<file path="src/rtl/latency_reorder_buffer.sv">
// Reorder buffer that holds each transaction for a programmable number of cycles
// and releases it either strictly in order or oldest-ready-first.
module latency_reorder_buffer #(
  parameter int NUM_TRANSACTIONS = 8,
  parameter int HDR_WIDTH        = 80,
  parameter int DATA_WIDTH       = 512,
  parameter int LAT_WIDTH        = 8,
  parameter int INORDER          = 1
) (
  input  logic                                clk,
  input  logic                                rst,
  input  logic [HDR_WIDTH-1:0]                meta_in,
  input  logic [DATA_WIDTH-1:0]               data_in,
  input  logic [LAT_WIDTH-1:0]                lat_in,
  input  logic                                valid_in,
  input  logic                                read_en,
  output logic [HDR_WIDTH-1:0]                meta_out,
  output logic [DATA_WIDTH-1:0]               data_out,
  output logic [$clog2(NUM_TRANSACTIONS)-1:0] tag_out,
  output logic                                valid_out,
  output logic                                empty,
  output logic                                full,
  output logic [$clog2(NUM_TRANSACTIONS):0]   count,
  output logic                                overflow,
  output logic                                underflow
);

  localparam int TAG_W = $clog2(NUM_TRANSACTIONS);
  localparam int PTR_W = TAG_W + 1;

  logic [PTR_W-1:0]            wr_ptr, rd_ptr, occ;
  logic [TAG_W-1:0]            wr_idx, rd_idx, sel_idx, scan_idx;
  logic [NUM_TRANSACTIONS-1:0] live, ready;
  logic [LAT_WIDTH-1:0]        cd       [NUM_TRANSACTIONS];
  logic [HDR_WIDTH-1:0]        meta_mem [NUM_TRANSACTIONS];
  logic [DATA_WIDTH-1:0]       data_mem [NUM_TRANSACTIONS];
  logic                        sel_found, do_wr, do_pop, rd_adv;

  assign wr_idx = wr_ptr[TAG_W-1:0];
  assign rd_idx = rd_ptr[TAG_W-1:0];
  assign occ    = wr_ptr - rd_ptr;
  assign full   = (occ == PTR_W'(NUM_TRANSACTIONS));
  assign empty  = (count == '0);

  always_comb begin
    ready = '0;
    for (int i = 0; i < NUM_TRANSACTIONS; i++) begin
      ready[i] = live[i] && (cd[i] == '0);
    end
  end

  // Slot selection: head only when in-order, otherwise the oldest ready slot
  // between rd_ptr and wr_ptr.
  always_comb begin
    sel_idx   = rd_idx;
    sel_found = 1'b0;
    scan_idx  = rd_idx;
    if (INORDER != 0) begin
      sel_found = ready[rd_idx];
    end else begin
      for (int i = 0; i < NUM_TRANSACTIONS; i++) begin
        scan_idx = rd_idx + TAG_W'(i);
        if (!sel_found && (PTR_W'(i) < occ) && ready[scan_idx]) begin
          sel_found = 1'b1;
          sel_idx   = scan_idx;
        end
      end
    end
  end

  assign valid_out = sel_found;
  assign tag_out   = sel_idx;
  assign meta_out  = meta_mem[sel_idx];
  assign data_out  = data_mem[sel_idx];

  assign do_wr  = valid_in && !full;
  assign do_pop = valid_out && read_en;
  // Head moves past holes left by out-of-order pops, one slot per cycle.
  assign rd_adv = (rd_ptr != wr_ptr) &&
                  (!live[rd_idx] || (do_pop && (sel_idx == rd_idx)));

  always_ff @(posedge clk) begin
    if (rst) begin
      wr_ptr    <= '0;
      rd_ptr    <= '0;
      live      <= '0;
      count     <= '0;
      overflow  <= 1'b0;
      underflow <= 1'b0;
      for (int i = 0; i < NUM_TRANSACTIONS; i++) begin
        cd[i] <= '0;
      end
    end else begin
      for (int i = 0; i < NUM_TRANSACTIONS; i++) begin
        if (live[i] && (cd[i] != '0)) begin
          cd[i] <= cd[i] - LAT_WIDTH'(1);
        end
      end
      if (do_pop) begin
        live[sel_idx] <= 1'b0;
      end
      if (do_wr) begin
        live[wr_idx] <= 1'b1;
        cd[wr_idx]   <= lat_in;
        wr_ptr       <= wr_ptr + PTR_W'(1);
      end
      if (rd_adv) begin
        rd_ptr <= rd_ptr + PTR_W'(1);
      end
      case ({do_wr, do_pop})
        2'b10:   count <= count + PTR_W'(1);
        2'b01:   count <= count - PTR_W'(1);
        default: count <= count;
      endcase
      if (valid_in && full) begin
        overflow <= 1'b1;
      end
      if (read_en && !valid_out) begin
        underflow <= 1'b1;
      end
    end
  end

  // Payload storage is never reset; live bits alone decide visibility.
  always_ff @(posedge clk) begin
    if (do_wr && !rst) begin
      meta_mem[wr_idx] <= meta_in;
      data_mem[wr_idx] <= data_in;
    end
  end

endmodule
</file>
<file path="config.mk">
export PLATFORM = sky130hd
export DESIGN_NAME = latency_reorder_buffer
export DESIGN_NICKNAME = d
export VERILOG_FILES = /design/src/rtl/latency_reorder_buffer.sv
export SDC_FILE = /design/constraint.sdc
export NUM_CORES = 2
export LEC_CHECK = 0
export ABC_AREA = 0
export ABC_CLOCK_PERIOD_IN_PS = 29600
export CAP_MARGIN = 20
export CORE_UTILIZATION = 50
export CTS_BUF_LIST = sky130_fd_sc_hd__clkbuf_8
export CTS_CLUSTER_SIZE = 30
export DETAILED_ROUTE_END_ITERATION = 8
export PLACE_DENSITY_LB_ADDON = 0.2
export REMOVE_ABC_BUFFERS = 1
export SYNTH_ARGS = -nofsm -noshare
export SYNTH_HDL_FRONTEND = slang
export SYNTH_MEMORY_MAX_BITS = 65536
export SYNTH_SLANG_ARGS = --single-unit
</file>
<file path="constraint.sdc">
create_clock -name clk -period 29.6 [get_ports clk]
set_input_delay 4.44 -clock clk [delete_from_list [all_inputs] [get_ports clk]]
set_output_delay 4.44 -clock clk [all_outputs]
set_load 0.02 [all_outputs]
</file>
==> metrics <==
outcome finished clean; Nets 9782; Max Cap Viol 0; Setup crit end kind output pin; share of the synthesized area in the top cell type 79.0%; drt first pass iters 8; die area 0.367 mm2; Worst Max-Slew Pin Slew 1230 ps; startpoint types flop; initial antenna violation count 174; Async S/R FF share, synth 0%; CTS tree built; Gate Count Post-Synth 7420; CTS Buf Count roughly 750; # hold bufs at CTS 0; Worst-Skew Late Latency 1230 ps; GRT Overall Usage 22.8%; worst slack, placed 18040 ps; Setup TNS 0 ps; first-pass GRT wire length 609000 um; VDD IR max roughly 0.055 mV; Hold Vio Cnt, Final 0; crit share post-route 41.9%; largest net degree at the start of global routing 173; Synth Register Bits 4825; H-tree levels 6; Max Transition Viols Final 0; DR vias/cell between 5 and 6; clock tree sinks 4825; Post-synth EDFFs 4800; Starting Density 50.3%; sequential element share of the synthesized area 79.3%; drt first-iter violations 7357; most frequent cells in the layout edfxtp_1, clkdlybuf4s50_1, mux4_2; required time worst endpoint ~25000 ps; area grow syn2layout 17.6%; Synth area leaders edfxtp_1, mux4_2, mux2_2, clkbuf_1, dfxtp_1; Reg clk slew, reported paths 60 ps; commonest non-fill, non-tap cell in the layout edfxtp_1; r2r startpoint rd_ptr[1]; cell taking the most area after synthesis edfxtp_1; antenna-violating nets left 0; PnR worst setup slack 17190 ps; Chip Width 606 um; Core ar. 0.363 mm2; die height 606 um; average cell area after synthesis 24.6 um2; routability cong. around 0.79; Core Rows 221; crit path time final 12410 ps; Crit Path Class flop to output pin; cell area power density 76.3 mW/mm2; Clock Tree Buf Depth 4; FF-to-FF path depth 13; port buffer count 1207; Post-route DRC 0; via count between 80000 and 90000; placed cell area 0.200 mm2; flop-to-flop setup slack 21760 ps; Hold WS 460 ps; FF-to-FF End data_mem[5][400]; WL/cell 29.2 um; Leakage between 0.06 and 0.07 uW; Top Ports 1208; GRT overflow 0; Netlist Area Pre-Place 0.182 mm2; Max-slew headroom 18.1%; dominant synthesized flop cell edfxtp_1; fraction of layout cells with a size suffix above 1 29.3%; Crit Path Max Fanout 46; Hold Path Class flop to flop; finished layout cell area 0.215 mm2; fillers 25600; Fmax 80.6 MHz; Critical Path Sink data_out[414]; Setup Buffers After CTS 0; Post-Route WL approximately 430000 um; RSZ-0062 raised after global routing no; critical path arrival roughly 8000 ps; number of setup violations in the final report 0; Root Buffer clkbuf_8; Netlist cell types 58; post_cts resized 0; vias in the first global route 88100; Yosys Warn Count 0; Core Util, Final 59.1%; final HPWL from detailed placement around 250000 um; Setup Skew 84.4 ps
-- final cells by class --
| class | count | area (um2) | share of cell area (%) |
|---|---|---|---|
| multi-input cells | 2202 | 36200 | 16.9 |
| inverters | 24 | 92.6 | 0.0432 |
| clock inverters | 605 | 3610 | 1.68 |
| well taps | 4794 | 6000 | 2.80 |
| clock buffers | 758 | 10400 | 4.86 |
| repair buffers | 1350 | 13400 | 6.25 |
| diodes | 60 | 150 | 0.0700 |
| flip-flops and latches | 4825 | 145000 | 67.4 |
-- cells by family (layout without fill, tap and decap cells) --
group                    count (synthesis)  after routing  share of synthesized area (%)
flip-flops                            4825           4825                           79.3
multiplexers                          1784           1784                           18.3
buffers and inverters                  393           2737                          0.882
AND/OR/NAND/NOR                        236            236                          0.626
AO/OA/AOI/OAI                          104            104                          0.434
XOR/XNOR                                55             55                          0.272
adder cells (fa/ha/maj)                 23             23                          0.158
other                                    0             60                              0
-- worst max-delay path, stage by stage (launching register included) --
cell             delay (ps)
dfxtp_4                 900
buf_4                   740
buf_4                   760
buf_4                   830
buf_4                   820
buf_4                   870
mux4_2                  600
mux2_2                  350
clkdlybuf4s50_1         590
-- synthesized netlist by cell type (all sizes together) (2+ instances only) --
| cell | n |
|---|---|
| mux4 | 1184 |
| or4b | 2 |
| nor4 | 12 |
| inv | 23 |
| nor2 | 49 |
| ha | 23 |
| a31oi | 2 |
| clkbuf | 218 |
| nor2b | 8 |
| a211o | 7 |
| buf | 151 |
| xnor2 | 27 |
| o31ai | 57 |
| a211oi | 8 |
| dfxtp | 25 |
| a31o | 2 |
| o21ai | 3 |
| nor4b | 2 |
| nand4 | 6 |
| nand2b | 5 |
| nor3 | 21 |
| a311oi | 4 |
| o211ai | 4 |
| mux2i | 6 |
| a21oi | 8 |
| nor3b | 10 |
| a41oi | 2 |
| a21o | 3 |
| nand3 | 17 |
| xor2 | 27 |
| and3 | 2 |
| mux2 | 594 |
| nand2 | 96 |
| edfxtp | 4800 |
-- where the power goes --
part           leakage, uW  internal (uW)  switching [uW]  total [uW]
combinational       0.0149           1720            1750        3470
sequential          0.0437           7620            52.3        7670
clock              0.00818           2600            2620        5220
total               0.0668          11900            4430       16400
-- through the flow --
step                cells  total power, uW
global route        14600            17000
finish              14600            16400
detailed placement  13200            11300
floorplan            7051            14200
CTS                 14600            16500
global placement    13200            11300
-- state kept, by name, summed over array words and instances (netlist names), named ones only --
register / flops
cd: 64
count: 4
data_mem: 4096
live: 8
meta_mem: 640
overflow: 1
rd_ptr: 4
underflow: 1
wr_ptr: 4
-- worst min-delay path by stage --
stage                          from        end  cells past startpoint
after detailed placement  underflow  underflow                      2
final                     underflow  underflow                      2
after floorplan             live[7]    live[7]                      2
after global routing      underflow  underflow                      2
after CTS                 underflow  underflow                      2
after global placement    underflow  underflow                      2
-- per-layer routing --
metal / vias up / GRT usage [%] / wire length [um]
met4: 82 / 9.00 / 16300
met1: 44800 / 29.4 / 166000
li1: 35500 / - / -
met2: 2988 / 37.4 / 212000
met3: 850 / 5.76 / 31300
met5: - / 0 / 542
No activity file was read; power rests on OpenSTA's default activity.
